--- src/rtl/gci_std_display_bus_request_queue_if.sv ---
// Bus-side and controller-side handshake bundle for the display bus request queue.
// The queue connects through the slave modport; the bus/controller environment uses master.
interface gci_std_display_bus_request_queue_if #(
  parameter int P_DEPTH_N = 4
);
  logic                 iBUS_REQ;
  logic                 oBUS_BUSY;
  logic                 iBUS_RW;
  logic [31:0]          iBUS_ADDR;
  logic [31:0]          iBUS_DATA;
  logic                 oBUS_RD_VALID;
  logic                 iBUS_RD_BUSY;
  logic [31:0]          oBUS_RD_DATA;
  logic                 oIF_WR_REQ;
  logic                 iIF_WR_BUSY;
  logic                 oIF_WR_RW;
  logic [31:0]          oIF_WR_ADDR;
  logic [31:0]          oIF_WR_DATA;
  logic                 iIF_RD_VALID;
  logic                 oIF_RD_BUSY;
  logic [31:0]          iIF_RD_DATA;
  logic [P_DEPTH_N:0]   oCOUNT;
  logic                 oERR_TIMEOUT;

  modport slave (
    input  iBUS_REQ, iBUS_RW, iBUS_ADDR, iBUS_DATA, iBUS_RD_BUSY,
           iIF_WR_BUSY, iIF_RD_VALID, iIF_RD_DATA,
    output oBUS_BUSY, oBUS_RD_VALID, oBUS_RD_DATA,
           oIF_WR_REQ, oIF_WR_RW, oIF_WR_ADDR, oIF_WR_DATA,
           oIF_RD_BUSY, oCOUNT, oERR_TIMEOUT
  );

  modport master (
    output iBUS_REQ, iBUS_RW, iBUS_ADDR, iBUS_DATA, iBUS_RD_BUSY,
           iIF_WR_BUSY, iIF_RD_VALID, iIF_RD_DATA,
    input  oBUS_BUSY, oBUS_RD_VALID, oBUS_RD_DATA,
           oIF_WR_REQ, oIF_WR_RW, oIF_WR_ADDR, oIF_WR_DATA,
           oIF_RD_BUSY, oCOUNT, oERR_TIMEOUT
  );
endinterface

--- src/rtl/gci_std_display_bus_request_queue.sv ---
// In-order command queue between the bus and the display controller.
// Commands issue one at a time; a read blocks further issue until its response
// (or a timeout error reply) has been handed back to the bus.
module gci_std_display_bus_request_queue #(
  parameter int P_DEPTH_N    = 4,
  parameter int P_RD_TIMEOUT = 1023
) (
  input  logic iCLOCK,
  input  logic iRESET_SYNC,
  gci_std_display_bus_request_queue_if.slave bus
);

  localparam int DEPTH = 2 ** P_DEPTH_N;
  localparam int TW    = (P_RD_TIMEOUT > 1) ? $clog2(P_RD_TIMEOUT + 1) : 1;
  localparam logic [TW-1:0]      TIMEOUT_VAL = TW'(P_RD_TIMEOUT);
  localparam logic [P_DEPTH_N:0] FULL_COUNT  = (P_DEPTH_N + 1)'(DEPTH);

  typedef enum logic [1:0] {
    ST_ISSUE,
    ST_WAIT_RD,
    ST_RESP
  } state_t;

  typedef struct packed {
    logic        rw;
    logic [31:0] addr;
    logic [31:0] data;
  } cmd_t;

  cmd_t                 mem_q [DEPTH];
  logic [P_DEPTH_N-1:0] wr_ptr_q, wr_ptr_d;
  logic [P_DEPTH_N-1:0] rd_ptr_q, rd_ptr_d;
  logic [P_DEPTH_N:0]   count_q, count_d;
  state_t               state_q, state_d;
  logic [TW-1:0]        timer_q, timer_d;
  logic [31:0]          rd_data_q, rd_data_d;

  logic empty, full, push, pop, timeout_hit;
  cmd_t head, push_cmd;

  // Next-state logic for pointers, occupancy, read tracking FSM and response data
  always_comb begin
    empty       = (count_q == '0);
    full        = (count_q == FULL_COUNT);
    push        = bus.iBUS_REQ && !full;
    pop         = (state_q == ST_ISSUE) && !empty && !bus.iIF_WR_BUSY;
    head        = mem_q[rd_ptr_q];
    push_cmd    = '{rw: bus.iBUS_RW, addr: bus.iBUS_ADDR, data: bus.iBUS_DATA};
    timeout_hit = (state_q == ST_WAIT_RD) && (P_RD_TIMEOUT != 0) &&
                  (timer_q == TIMEOUT_VAL) && !bus.iIF_RD_VALID;

    wr_ptr_d  = push ? wr_ptr_q + P_DEPTH_N'(1) : wr_ptr_q;
    rd_ptr_d  = pop  ? rd_ptr_q + P_DEPTH_N'(1) : rd_ptr_q;
    count_d   = count_q;
    state_d   = state_q;
    timer_d   = timer_q;
    rd_data_d = rd_data_q;

    if (push && !pop) begin
      count_d = count_q + (P_DEPTH_N + 1)'(1);
    end else if (pop && !push) begin
      count_d = count_q - (P_DEPTH_N + 1)'(1);
    end

    case (state_q)
      ST_ISSUE: begin
        if (pop && !head.rw) begin
          state_d = ST_WAIT_RD;
          timer_d = '0;
        end
      end
      ST_WAIT_RD: begin
        timer_d = timer_q + TW'(1);
        if (bus.iIF_RD_VALID) begin
          rd_data_d = bus.iIF_RD_DATA;
          state_d   = ST_RESP;
        end else if (timeout_hit) begin
          rd_data_d = 32'hFFFF_FFFF;
          state_d   = ST_RESP;
        end
      end
      ST_RESP: begin
        if (!bus.iBUS_RD_BUSY) begin
          state_d = ST_ISSUE;
        end
      end
      default: begin
        state_d = ST_ISSUE;
      end
    endcase
  end

  // Control and FSM registers; reset discards everything in flight
  always_ff @(posedge iCLOCK) begin
    if (iRESET_SYNC) begin
      wr_ptr_q  <= '0;
      rd_ptr_q  <= '0;
      count_q   <= '0;
      state_q   <= ST_ISSUE;
      timer_q   <= '0;
      rd_data_q <= '0;
    end else begin
      wr_ptr_q  <= wr_ptr_d;
      rd_ptr_q  <= rd_ptr_d;
      count_q   <= count_d;
      state_q   <= state_d;
      timer_q   <= timer_d;
      rd_data_q <= rd_data_d;
    end
  end

  // Command storage; contents are only meaningful between the pointers, so no reset
  always_ff @(posedge iCLOCK) begin
    if (push && !iRESET_SYNC) begin
      mem_q[wr_ptr_q] <= push_cmd;
    end
  end

  assign bus.oBUS_BUSY     = full;
  assign bus.oIF_WR_REQ    = (state_q == ST_ISSUE) && !empty;
  assign bus.oIF_WR_RW     = empty ? 1'b0  : head.rw;
  assign bus.oIF_WR_ADDR   = empty ? 32'h0 : head.addr;
  assign bus.oIF_WR_DATA   = empty ? 32'h0 : head.data;
  assign bus.oIF_RD_BUSY   = (state_q != ST_WAIT_RD);
  assign bus.oBUS_RD_VALID = (state_q == ST_RESP);
  assign bus.oBUS_RD_DATA  = rd_data_q;
  assign bus.oCOUNT        = count_q;
  assign bus.oERR_TIMEOUT  = timeout_hit;

endmodule

--- src/flat_wrapper.sv ---
// flat-port wrapper written by rule: the top's interface ports become plain ports
module gci_std_display_bus_request_queue_flat 
#(
  parameter int P_DEPTH_N    = 4,
  parameter int P_RD_TIMEOUT = 1023
)
  (iCLOCK, iRESET_SYNC, bus_iBUS_REQ, bus_iBUS_RW, bus_iBUS_ADDR, bus_iBUS_DATA, bus_iBUS_RD_BUSY, bus_iIF_WR_BUSY, bus_iIF_RD_VALID, bus_iIF_RD_DATA, bus_oBUS_BUSY, bus_oBUS_RD_VALID, bus_oBUS_RD_DATA, bus_oIF_WR_REQ, bus_oIF_WR_RW, bus_oIF_WR_ADDR, bus_oIF_WR_DATA, bus_oIF_RD_BUSY, bus_oCOUNT, bus_oERR_TIMEOUT);
  gci_std_display_bus_request_queue_if #(.P_DEPTH_N(P_DEPTH_N)) bus_i ();
  input  logic iCLOCK;
  input  logic iRESET_SYNC;
  input wire logic [$bits(bus_i.iBUS_REQ)-1:0] bus_iBUS_REQ;
  input wire logic [$bits(bus_i.iBUS_RW)-1:0] bus_iBUS_RW;
  input wire logic [$bits(bus_i.iBUS_ADDR)-1:0] bus_iBUS_ADDR;
  input wire logic [$bits(bus_i.iBUS_DATA)-1:0] bus_iBUS_DATA;
  input wire logic [$bits(bus_i.iBUS_RD_BUSY)-1:0] bus_iBUS_RD_BUSY;
  input wire logic [$bits(bus_i.iIF_WR_BUSY)-1:0] bus_iIF_WR_BUSY;
  input wire logic [$bits(bus_i.iIF_RD_VALID)-1:0] bus_iIF_RD_VALID;
  input wire logic [$bits(bus_i.iIF_RD_DATA)-1:0] bus_iIF_RD_DATA;
  output wire logic [$bits(bus_i.oBUS_BUSY)-1:0] bus_oBUS_BUSY;
  output wire logic [$bits(bus_i.oBUS_RD_VALID)-1:0] bus_oBUS_RD_VALID;
  output wire logic [$bits(bus_i.oBUS_RD_DATA)-1:0] bus_oBUS_RD_DATA;
  output wire logic [$bits(bus_i.oIF_WR_REQ)-1:0] bus_oIF_WR_REQ;
  output wire logic [$bits(bus_i.oIF_WR_RW)-1:0] bus_oIF_WR_RW;
  output wire logic [$bits(bus_i.oIF_WR_ADDR)-1:0] bus_oIF_WR_ADDR;
  output wire logic [$bits(bus_i.oIF_WR_DATA)-1:0] bus_oIF_WR_DATA;
  output wire logic [$bits(bus_i.oIF_RD_BUSY)-1:0] bus_oIF_RD_BUSY;
  output wire logic [$bits(bus_i.oCOUNT)-1:0] bus_oCOUNT;
  output wire logic [$bits(bus_i.oERR_TIMEOUT)-1:0] bus_oERR_TIMEOUT;
  assign bus_i.iBUS_REQ = bus_iBUS_REQ;
  assign bus_i.iBUS_RW = bus_iBUS_RW;
  assign bus_i.iBUS_ADDR = bus_iBUS_ADDR;
  assign bus_i.iBUS_DATA = bus_iBUS_DATA;
  assign bus_i.iBUS_RD_BUSY = bus_iBUS_RD_BUSY;
  assign bus_i.iIF_WR_BUSY = bus_iIF_WR_BUSY;
  assign bus_i.iIF_RD_VALID = bus_iIF_RD_VALID;
  assign bus_i.iIF_RD_DATA = bus_iIF_RD_DATA;
  assign bus_oBUS_BUSY = bus_i.oBUS_BUSY;
  assign bus_oBUS_RD_VALID = bus_i.oBUS_RD_VALID;
  assign bus_oBUS_RD_DATA = bus_i.oBUS_RD_DATA;
  assign bus_oIF_WR_REQ = bus_i.oIF_WR_REQ;
  assign bus_oIF_WR_RW = bus_i.oIF_WR_RW;
  assign bus_oIF_WR_ADDR = bus_i.oIF_WR_ADDR;
  assign bus_oIF_WR_DATA = bus_i.oIF_WR_DATA;
  assign bus_oIF_RD_BUSY = bus_i.oIF_RD_BUSY;
  assign bus_oCOUNT = bus_i.oCOUNT;
  assign bus_oERR_TIMEOUT = bus_i.oERR_TIMEOUT;
  gci_std_display_bus_request_queue #(.P_DEPTH_N(P_DEPTH_N), .P_RD_TIMEOUT(P_RD_TIMEOUT)) u_core (.iCLOCK(iCLOCK), .iRESET_SYNC(iRESET_SYNC), .bus(bus_i));
endmodule
--- config.mk ---
export PLATFORM = sky130hd
export DESIGN_NAME = gci_std_display_bus_request_queue_flat
export DESIGN_NICKNAME = d
export VERILOG_FILES = /design/src/rtl/gci_std_display_bus_request_queue_if.sv /design/src/rtl/gci_std_display_bus_request_queue.sv /design/src/flat_wrapper.sv
export SDC_FILE = /design/constraint.sdc
export NUM_CORES = 1
export LEC_CHECK = 0
export BUFFER_PORTS_ARGS = -buffer_cell sky130_fd_sc_hd__buf_2
export CORE_MARGIN = 1.5
export CORE_UTILIZATION = 43
export CTS_CLUSTER_DIAMETER = 30
export DETAILED_ROUTE_END_ITERATION = 8
export PLACE_DENSITY = 0.66
export RECOVER_POWER = 50
export SLEW_MARGIN = 25
export SYNTH_ARGS = -nofsm -noshare
export SYNTH_HDL_FRONTEND = slang
export SYNTH_SLANG_ARGS = --single-unit
export TNS_END_PERCENT = 10
--- constraint.sdc ---
create_clock -name iCLOCK -period 9.3 [get_ports iCLOCK]
set_input_delay 1.395 -clock iCLOCK [delete_from_list [all_inputs] [get_ports iCLOCK]]
set_output_delay 1.395 -clock iCLOCK [all_outputs]
set_load 0.005 [all_outputs]
; ---- Word-level counts from Yosys, hierarchy flattened
; Memory sizes are Yosys's and may differ from the RTL's. A register that Yosys moved wholly into a read port is not among the register bits.
; Cells that the tools add are included.
[word_totals]
regBits = 57
ramBits = 1040
output_inout_bits = 107
elab_cells = 63
memories = 1
[op_classes]
n_addsub = 5
n_eq_ne = 8
muxes = 18
n_reduce_logical = 25
[memory_table]
columns = memory, words, word_bits, read_ports, rd_ports_with_merged_regs, wr, line_no
row1 = u_core.mem_q, 16, 65, 1, 1, 1, gci_std_display_bus_request_queue.sv:30  ; cmd_t mem_q [DEPTH];
[op_table]
columns = cell, n
row1 = two-way mux 32 bit, 4
row2 = case mux 10 bit (2 select lines), 1
row3 = adder 10 x 1 -> 10 bit (second input constant), 1
row4 = equality test 10 bit (second input constant), 1
row5 = two-way mux 10 bit, 1
row6 = two-way mux 5 bit, 2
row7 = logical AND 1 bit, 9
row8 = adder 4 x 1 -> 4 bit (second input constant), 2
row9 = logical NOT 1 bit, 8
row10 = two-way mux 2 bit, 4
row11 = two-way mux 4 bit, 2
row12 = case mux 2 bit (3 select lines), 1
row13 = nonzero test 2 bit, 3
row14 = adder 5 x 1 -> 5 bit (second input constant), 1
row15 = equality test 5 bit (second input constant), 1
row16 = logical NOT 5 bit, 1
row17 = subtractor 5 x 1 -> 5 bit (second input constant), 1
row18 = inequality test 2 x 1 -> 1 bit (second input constant), 2
row19 = AND reduction 2 bit, 2
row20 = two-way mux 1 bit, 3
row21 = inequality test 3 bit (second input constant), 1
row22 = AND reduction 3 bit, 1
row23 = equality test 2 x 1 -> 1 bit (second input constant), 1
row24 = equality test 2 bit (second input constant), 1
row25 = 2 further kinds, 2

; ---- Longest topological paths before layout
; Gate-level depths: netlist of run 1.
[logic_depth]
word_depth = 7
ltp_mapped = 11
mapped_depth_nobuf = 10

; ---- Worst setup path before layout of run 1
; Ideal clock, no wire load.
[synth_timing]
kind = input to register
startpoint = input bus_iBUS_REQ
endpoint = memory u_core.mem_q[0][0] (netlist name), enable pin
setup_time_ns = 0.568
t_arrival_ns = 6.585
t_required_ns = 8.732
path_slack_ns = 2.148
path_stages = 4
path_buffers = 0
path_cell_list = a21boi_1 nor2b_1 nand2_1 nor3_1
[synth_via]
elab_chain_cells = 4
[synth_lines]
columns = element, line_no
row1 = start: declaration, flat_wrapper.sv:11  ; input wire logic [$bits(bus_i.iBUS_REQ)-1:0] bus_iBUS_REQ;
row2 = logical AND 1 bit, gci_std_display_bus_request_queue.sv:45  ; push = bus.iBUS_REQ && !full;
row3 = logical AND 1 bit, gci_std_display_bus_request_queue.sv:114  ; if (push && !iRESET_SYNC) begin
row4 = two-way mux 1 bit, gci_std_display_bus_request_queue.sv:114
row5 = two-way mux 1 bit (not written as such), gci_std_display_bus_request_queue.sv:115  ; mem_q[wr_ptr_q] <= push_cmd;
row6 = end: declaration, gci_std_display_bus_request_queue.sv:30
; Every way passes these cells.

==> impl_metrics.yaml, run 1 <==
run_status:
  outcome: "finished with violations"
  violations: "capacitance limit, slew limit"
synth:
  synthesis.nets: 1960
  yosysWarnings: 0
  synthAdderAreaFrac_pct: 0.345
  synth_edf_count: 1040
  synth_mux_area_share_pct: 17.4
  synth_top_family_by_area: "multiplexers"
  synth_top_cell_area_share_pct: 74.3
  ys_ff_latch: 1101
  yosys_most_used_dff: "edfxtp_1"
  syn-instance-count: 1846
  syn-cell-area_um2: 42000
  avgSynthCellArea_um2: 22.8
  synth-simple-area-share_pct: 2.83
  ys_top_cells_by_count: "1040 x edfxtp_1, 321 x mux4_2, 103 x nor2_1"
  synth_area_leaders: "edfxtp_1 74%, mux4_2 17%, dfxtp_1 2.9%"
  synthArstFlopShare_pct: 0
  synth-compound-area-share_pct: 0.697
  synth_cell_types: 43
  ys_seq_area_share_pct: 77.2
  yosys.area.top_type: "edfxtp_1"
  yosysMostFrequentCell: "edfxtp_1"
  synthXorXnorAreaFrac_pct: 0.229
global_route:
  grt_max_degree: 177
  grt_pass1_wl_mm: 139
  overflow: 0
  grt_pass1_vias: 21200
  antenna_found_initial: 11
  grt_use_total_pct: 19.2
pwr:
  total_power_mw: 14.6
  switching_share_pct: 25.7
  p_int_mw: 10.8
  comb_power_share_pct: 14.7
  peakVddDrop_mv: 0.175
  p_sw_mw: 3.74
  p_clk_share_pct: 46.7
  p_leak_nw: 16.2
  sequentialPowerShare_pct: 38.6
  cellPowerDensity_nw_per_um2: 286
clocking:
  htree_num_levels: 4
  cts_buffers: 188
  worst_skew_pair.late_latency_ns: 0.77
  clk_path_buf_depth: 3
  cts_hold_buf: 0
  post_cts.repair.setup_buffers: 0
  postCtsResizedCells: 0
  cts-root-buf: "clkbuf_16"
  cts_sinks: 1101
  clkSlewWorstSetupHoldPaths_ns: 0.05
  cts_tree: "done"
floorplan:
  initial_core_util_pct: 43.5
  fp.dieH_um: 316
  design.core.area_um2: 96700
  die_w_um: 316
  rows: 114
  ios: 210
  die-area_um2: 99600
setup_path:
  cp_data_arrival_time_ns: 4.07
  path_class: "reg2out"
  cp.buffers_inverters: 3
  cp_data_required_time_ns: 7.91
  crit_chain: "buf_4 > buf_4 > nor2b_1 > a221o_1 > o21ai_0 > nor2b_1 > buf_2"
  cp-start-kind: "flop"
  crit_slowest_cell: "dfxtp_4"
  cp-end-kind: "output port"
  critPathMaxStageDelay_ns: 0.72
  cp_max_fo: 26
  critPathTopFamily: "buffers and inverters"
timing:
  tightest_slew_ns: 1.58
  fin_ws_ns: 3.83
  tns_ns: 0
  hold_viol: 0
  slew_headroom_pct: -5.31
  drv_slew: 34
  period_needed_ns: 5.47
  max_freq_mhz: 183
  finalSetupViolations: 0
  rsz0062_at_grt: "false"
  fin_skew_ns: 0.0685
  post-route-period-util_pct: 58.8
worst_hold_path:
  hold_class: "reg2reg"
route:
  drc: 0
  dr.first_iter.drc_count: 1909
  final_antenna_net_count: 0
  num_vias: 20000
  routedWlPerCell_um: 26.0
  wl_mm: 94.3
  dr.pass1.iters: 5
  viasPerCell: 5.51
flow_run:
  cap_violations: 1
place:
  dp_hpwl_mm: 47.6
  gp_routability_congestion: 0.760
  pre_cts_slack_ns: 4.49
  port_buffers: 209
final_layout:
  drive_gt1_share_pct: 35.7
  area_delta_synth_final_pct: 21.6
  nNetsFinal: 2301
  fin_util_pct: 52.8
==> worst reg2reg max path, stage by stage, from the launching register on <==
cell and delay, ns:
dfxtp_1 0.45, nor4_1 0.15, a21boi_0 0.89, nor2b_1 0.36, nand2_1 0.29, nor2_4 0.42, buf_4 0.55, buf_4 0.63
==> layout by cell type, fill, tap and decap left out, types with 4 or more instances in the layout <==
cell type	netlist	routed
a211oi_1	4	4
a21oi_1	10	10
and2_1	6	4
buf_2	17	125
buf_4	18	35
bufinv_16	0	15
clkbuf_1	52	95
clkbuf_16	0	189
clkbuf_8	0	5
clkinv_1	1	17
clkinv_16	0	7
clkinv_2	0	29
clkinv_4	0	16
clkinv_8	0	5
clkinvlp_4	0	22
dfxtp_1	61	57
dfxtp_4	0	4
diode_2	0	5
edfxtp_1	1040	1040
ha_1	10	10
inv_1	9	9
inv_16	0	4
inv_6	0	25
inv_8	0	7
mux2i_1	9	9
mux4_2	321	321
nand2_1	12	12
nand3_1	5	5
nor2_1	103	91
nor2_4	0	12
nor2b_1	69	69
nor3_1	38	34
nor3_2	0	4
o21ai_0	4	4
xnor2_1	7	7
xor2_1	4	4
==> area by class of cell <==
cell class                 count  area, µm²
antenna                        5       12.5
timing repair buffer         251       1340
multi-input combinational    635       9150
tap                         1276       1600
clock inverter               148       1640
fill                        7350      45600
clock buffer                 205       4840
inverter                      10       37.5
sequential                  1101      32500
==> path summary, 6_finish.rpt <==
check                                                start                          to  slack (ns)  cells after the start
worst min register to register  u_core.bus.oBUS_RD_DATA[9]  u_core.bus.oBUS_RD_DATA[9]        0.49                      2
worst min-delay path            u_core.bus.oBUS_RD_DATA[9]  u_core.bus.oBUS_RD_DATA[9]        0.49                      2
worst max register to register        u_core.bus.oCOUNT[0]         u_core.mem_q[4][56]        5.23                      7
worst max-delay path                                  flop               bus_oIF_WR_RW        3.83                      7
==> per-layer routing <==
metal,GRT usage (%),up-vias,part of all wire [%]
met5,0,-,0.091
met4,5.46,14,1.7
met3,4.28,139,7.0
met2,31.0,768,49
met1,26.3,10600,42
li1,-,8495,-
==> power by group through the flow <==
stage,Clock (mW),Sequential (mW),Combinational [mW]
3_5_place_dp,0,5.73,2.21
5_1_grt,7.15,5.65,2.33
2_1_floorplan,0,5.69,1.47
6_report,6.82,5.63,2.14
4_1_cts,6.92,5.63,2.22
3_3_place_gp,0,5.72,2.19
==> state kept, by name (all words and copies together), names as in the netlist, named ones only <==
| signal | cells |
|---|---|
| u_core.mem_q | 1040 |
| u_core.bus.oBUS_RD_DATA | 32 |
| u_core.timer_q | 10 |
| u_core.bus.oCOUNT | 5 |
| u_core.rd_ptr_q | 4 |
| u_core.wr_ptr_q | 4 |
| u_core.state_q | 2 |
==> kinds of logic (layout without fill, tap and decap cells) <==
group           Yosys count  in the layout
buf+inv                 110            614
mux                     330            330
flops                  1101           1101
other cells               0              5
fa+ha+maj                11             11
compound gates           39             39
xor+xnor                 11             11
simple gates            244            244
==> per-stage QoR <==
stage / hold slack, ns / std cells / area (µm²)
3_5_place_dp: 0.488 / 3271 / 44600
4_1_cts: 0.496 / 3624 / 51100
3_3_place_gp: 0.465 / 3271 / 44600
5_1_grt: 0.518 / 3627 / 51100
2_1_floorplan: 0.459 / 1846 / 42000
6_report: 0.491 / 3631 / 51100
(Power assumes the default switching activity.)
==> inputs of run 2 (changes only) <==
Clock period 9.3 ns to 5.15 ns, I/O delays scaled along.
==> run 2 against run 1 <==
  * The run still ends with capacitance limit, slew limit left
  * Clock-buffer cell count increased by 17
  * Global-route usage rose by 0.61 points
  * Sequential power rose by 81%
  * Worst setup slack worse by 3.0 ns
  * Clock power grew 95%
  * First-iteration DRC count increased by 3.4%
  * Register-to-register slack worse by 3.3 ns
  * Total power increased by 88%
  * Sequential cell count unchanged
  * Die area unchanged
==> impl_metrics.yaml, run 2 (same netlist as run 1, synthesis figures left out) <==
floorplan:
  die-area_um2: 99600
  design.core.area_um2: 96700
  ios: 210
  initial_core_util_pct: 43.5
  rows: 114
  fp.dieH_um: 316
  die_w_um: 316
final_layout:
  area_delta_synth_final_pct: 23.3
  final_common_cell: "edfxtp_1"
  top_register: "u_core.mem_q"
  area.sequential_um2: 32500
  mostFrequentLayoutCells: "1040 x edfxtp_1, 321 x mux4_2, 202 x clkbuf_16"
  nNetsFinal: 2322
  fin_area_um2: 51800
  multi_input_area_um2: 9160
  drive_gt1_share_pct: 35.8
  fillers: 7285
  fin_util_pct: 53.6
  largest_reg_flops: 1040
pwr:
  p_leak_nw: 16.5
  total_power_mw: 27.4
  cellPowerDensity_nw_per_um2: 529
  peakVddDrop_mv: 0.326
route:
  wl_mm: 97.2
  wl_met1_mm: 40.6
  dr.first_iter.drc_count: 1974
  viasPerCell: 5.56
  drc: 0
  wl_met2_mm: 47.5
  top_layer: "met5"
  final_antenna_net_count: 0
  dr.pass1.iters: 5
  num_vias: 20300
  routedWlPerCell_um: 26.6
  wl_met3_mm: 7.07
global_route:
  grt_use_total_pct: 19.8
  grt_max_degree: 117
  antenna_found_initial: 11
  grt_pass1_vias: 21400
  overflow: 0
  grt_pass1_wl_mm: 142
clocking:
  post_cts.repair.setup_buffers: 0
  cts-root-buf: "clkbuf_16"
  cts_buffers: 200
  cts_hold_buf: 0
  postCtsResizedCells: 0
  clkSlewWorstSetupHoldPaths_ns: 0.05
  clk_path_buf_depth: 3
  htree_num_levels: 4
  cts_tree: "done"
  worst_skew_pair.late_latency_ns: 0.79
  cts_sinks: 1101
timing:
  period_needed_ns: 4.28
  finalSetupViolations: 0
  drv_slew: 34
  post-route-period-util_pct: 83.1
  max_freq_mhz: 234
  hold_viol: 0
  rsz0062_at_grt: "false"
  fin_skew_ns: 0.0584
  tightest_slew_ns: 1.62
  fin_ws_ns: 0.869
  holdWs_ns: 0.288
  slew_headroom_pct: -7.95
setup_path:
  cp_data_arrival_time_ns: 3.51
  critPathMaxStageDelay_ns: 0.72
  path_class: "reg2out"
  critPathTopFamily: "multiplexers"
  crit_slowest_cell: "dfxtp_4"
  cp_data_required_time_ns: 4.38
  cp.buffers_inverters: 2
  cp-end-kind: "output port"
  worst_path_most_repeated_cell: "mux4_2"
  cp_max_fo: 26
  crit_chain: "buf_4 > mux4_2 > mux4_2 > nor2b_1 > buf_2"
  cp-start-kind: "flop"
flow_run:
  cap_violations: 1
place:
  dpl_cell_area_um2: 44900
  pre_cts_slack_ns: 1.58
  port_buffers: 209
  dp_hpwl_mm: 48.4
  gp_routability_congestion: 0.755
run_status:
  outcome: "finished with violations"
  violations: "capacitance limit, slew limit"
worst_hold_path:
  hold_class: "in2reg"
==> run 2: cell count changes in the layout (fill, tap and decap cells not counted), sizes merged <==
cell	previous run	this run
diode	5	4
buf	167	174
clkbuf	289	308
bufinv	15	30
inv	47	30
clkinv	74	79
==> run 2: per-stage QoR <==
stage          cells  TNS [ns]
5_1_grt         3657         0
3_5_place_dp    3282         0
4_1_cts         3655         0
6_report        3659         0
3_3_place_gp    3282         0
2_1_floorplan   1846   -268.77
==> run 2: layout make-up <==
class / instances / share of cell area [%]
flip-flops and latches: 1101 / 62.6
multi-input cells: 635 / 17.7
clock buffers: 222 / 9.90
clock inverters: 151 / 3.66
well taps: 1276 / 3.08
repair buffers: 260 / 2.98
inverters: 10 / 0.0724
diodes: 4 / 0.0193
==> run 2: power breakdown <==
group	total (mW)	internal [mW]	switching (mW)
clock	13.3	8.75	4.56
combinational	3.92	1.93	1.99
sequential	10.2	10.0	0.175
total	27.4	20.7	6.73
==> run 2: routing by layer <==
layer / track usage, % / up-vias
met2: 31.8 / 779
li1: - / 8544
met3: 5.16 / 169
met1: 26.7 / 10800
met5: 0 / -
met4: 6.02 / 10
==> run 2: worst paths after layout <==
| path | start | end | slack, ns | cells after the start |
|---|---|---|---|---|
| setup / recovery | flop | bus_oIF_WR_DATA[13] | 0.87 | 5 |
| hold / removal | bus_iIF_RD_DATA[20] | u_core.bus.oBUS_RD_DATA[20] | 0.29 | 3 |
| setup reg to reg | u_core.bus.oCOUNT[0] | u_core.bus.oCOUNT[4] | 1.92 | 11 |
| hold reg to reg | u_core.rd_ptr_q[3] | flop | 0.49 | 2 |
==> run 2: tightest hold or removal path: stages <==
cell and delay [ns]:
buf_2 0.08, nor2_1 0.04, nor3_1 0.12
==> inputs of run 3 (changes only) <==
Settings changed: ABC_AREA set to 1.
Clock period 5.15 ns to 4 ns, I/O delays scaled along.
==> run 3 against run 2 <==
  * The flow still finishes with violations (capacitance limit, slew limit)
  * Combinational power increased by 71%
  * Total power up 35%
  * Cell area is 1.7% higher
  * Critical path depth increased by 1
  * Worst setup slack worse by 0.75 ns
  * Global-route usage rose by 2.0 points
  * Routed wire length up 17%
==> impl_metrics.yaml, run 3 <==
clocking:
  cts_sinks: 1101
  cts_tree: "done"
  worst_skew_pair.late_latency_ns: 0.81
  clkSlewWorstSetupHoldPaths_ns: 0.04
  clk_path_buf_depth: 3
  cts-root-buf: "clkbuf_16"
  htree_num_levels: 4
  cts_buffers: 209
timing:
  period_needed_ns: 3.88
  tightest_slew_ns: 2.03
  fin_ws_ns: 0.123
  tns_ns: 0
  max_freq_mhz: 258
  hold_viol: 0
  slew_headroom_pct: -35.5
  fin_skew_ns: 0.0875
  post-route-period-util_pct: 96.9
  drv_slew: 33
  finalSetupViolations: 0
final_layout:
  area_delta_synth_final_pct: 22.4
  nNetsFinal: 3549
  drive_gt1_share_pct: 15.5
  top_register: "u_core.mem_q"
  fillers: 7936
  mostFrequentLayoutCells: "1040 x edfxtp_1, 528 x nor2_1, 523 x o21ai_0"
  largest_reg_flops: 1040
  final_common_cell: "edfxtp_1"
  stdcell_count: 4902
route:
  wl_mm: 114
  viasPerCell: 5.74
  routedWlPerCell_um: 23.2
  final_antenna_net_count: 0
  drc: 0
  dr.first_iter.drc_count: 3207
  dr.pass1.iters: 5
  num_vias: 28100
worst_hold_path:
  whs_endpoint: "u_core.bus.oBUS_RD_DATA[18]"
  hp-start: "bus_iIF_RD_DATA[18]"
  hold_class: "in2reg"
  hold_depth: 5
pwr:
  switching_share_pct: 29.3
  p_leak_nw: 17.7
  sequentialPowerShare_pct: 35.4
  peakVddDrop_mv: 0.453
  total_power_mw: 37.0
  p_clk_share_pct: 46.5
  comb_power_share_pct: 18.1
  p_sw_mw: 10.9
  cellPowerDensity_nw_per_um2: 702
  p_int_mw: 26.2
synth:
  ys_top_cells_by_count: "1040 x edfxtp_1, 540 x nor2_1, 495 x o21ai_0"
  synth_top_cell_area_share_pct: 72.5
  synthesis.nets: 3284
  synth_cell_types: 36
  avgSynthCellArea_um2: 13.6
  syn-cell-area_um2: 43100
  syn-instance-count: 3170
  synth_area_leaders: "edfxtp_1 73%, o21ai_0 5.8%, nor2_1 4.7%"
  synth_edf_count: 1040
  ys_seq_area_share_pct: 75.3
  yosys.area.top_type: "edfxtp_1"
  yosysWarnings: 0
  ys_ff_latch: 1101
  synthArstFlopShare_pct: 0
  yosysMostFrequentCell: "edfxtp_1"
  yosys_most_used_dff: "edfxtp_1"
setup_path:
  reg2reg_depth: 7
  critPathMaxStageDelay_ns: 0.68
  cp_data_required_time_ns: 3.40
  crit_slowest_cell: "dfxtp_4"
  crit_chain: "buf_12 > o21ai_0 > o221ai_1 > nand3_1 > a21oi_1 > buf_2"
  critPathTopFamily: "compound AO/OA/AOI/OAI gates"
  cp_data_arrival_time_ns: 3.28
  path_class: "reg2out"
  r2r-start: "u_core.bus.oCOUNT[1]"
  cp-start-kind: "flop"
  cp.buffers_inverters: 2
  cp_max_fo: 132
  r2r_end: "u_core.mem_q[9][0]"
  cp-end-kind: "output port"
  r2r_slack_ns: 0.97
flow_run:
  cap_violations: 1
global_route:
  grt_pass1_wl_mm: 169
  antenna_found_initial: 8
  grt_max_degree: 189
  overflow: 0
  grt_use_total_pct: 21.8
  grt_pass1_vias: 27800
place:
  post-place-cells: 4508
  gp_routability_congestion: 0.745
  dp_hpwl_mm: 54.5
  pre_cts_slack_ns: 0.755
  port_buffers: 209
floorplan:
  rows: 115
  initial_core_util_pct: 43.6
  ios: 210
  design.core.area_um2: 98900
  die_w_um: 319
  fp.dieH_um: 319
  die-area_um2: 102000
run_status:
  violations: "capacitance limit, slew limit"
  outcome: "finished with violations"
## run 3: changes by cell type after synthesis, sizes merged, moves of 41 or more
cell,before,now
o21ai,5,565
nor2,103,543
mux4,321,0
o221ai,0,189
a21oi,10,121
clkbuf,52,150
inv,9,107
nand3,5,89
nor2b,69,0
o211ai,0,67
o22ai,0,67
nand2,12,53
## run 3: what timing repair did
action | in CTS | in global routing
hold buffers | 0 | 0
resized for setup | 0 | 3
buffers inserted | 1 | 0
setup endpoints to repair | 5 | 8
cloned | 0 | 2
## run 3: per-stage QoR
step,cell area [µm²],hold WS (ns),utilization (%)
4_1_cts,52800,0.108,53.4
2_1_floorplan,43100,0.451,-
3_5_place_dp,45600,0.441,46.2
5_1_grt,52700,0.153,53.3
3_3_place_gp,45600,0.439,46.2
6_report,52700,0.145,53.3
## run 3: cell type report
type	instances	area, µm²	share of cell area, %
Sequential cell	1101	32500	61.6
Multi-Input combinational cell	1726	9130	17.3
Clock buffer	235	5350	10.1
Timing Repair Buffer	288	1940	3.67
Clock inverter	154	1760	3.34
Tap cell	1287	1610	3.05
Inverter	108	447	0.847
Timing Repair inverter	1	11.3	0.0214
Antenna cell	2	5.00	0.00949
## run 3: logic make-up after synthesis
group,Yosys count,synth area share (%)
flip-flops,1101,75.3
XOR/XNOR,2,0.0407
adder cells (fa/ha/maj),11,0.337
AND/OR/NAND/NOR,700,6.48
buffers and inverters,343,3.76
AO/OA/AOI/OAI,1013,14.0
## run 3: power groups by stage
| stage | sequential, mW | clock (mW) | combinational (mW) |
|---|---|---|---|
| after floorplan | 13.2 | 0 | 4.25 |
| after global placement | 13.3 | 0 | 6.52 |
| after CTS | 13.1 | 17.4 | 6.72 |
| after global routing | 13.1 | 17.9 | 7.39 |
| after detailed placement | 13.3 | 0 | 6.62 |
| final | 13.1 | 17.2 | 6.71 |
## run 3: worst min-delay path: stages
cell and delay [ns]:
buf_2 0.09, inv_1 0.04, a21oi_1 0.05, o21ai_0 0.06
inv_1 0.04
## run 3: how the worst max path moves through the flow
stage / from / endpoint / slack [ns] / depth (start not counted)
after floorplan: iRESET_SYNC / u_core.mem_q[0][0] / -0.28 / 4
after global placement: flop / bus_oIF_WR_ADDR[21] / 0.82 / 7
after detailed placement: flop / bus_oIF_WR_ADDR[19] / 0.75 / 7
after CTS: flop / bus_oIF_WR_ADDR[26] / 0.08 / 6
after global routing: flop / bus_oIF_WR_ADDR[7] / -0.0007 / 7
final: flop / bus_oIF_WR_DATA[27] / 0.12 / 6
## run 3: layer usage
metal	global-route usage, %	wire [µm]
met1	28.6	46600
met3	4.36	9490
met5	0	66
met4	8.01	2930
met2	36.0	54600
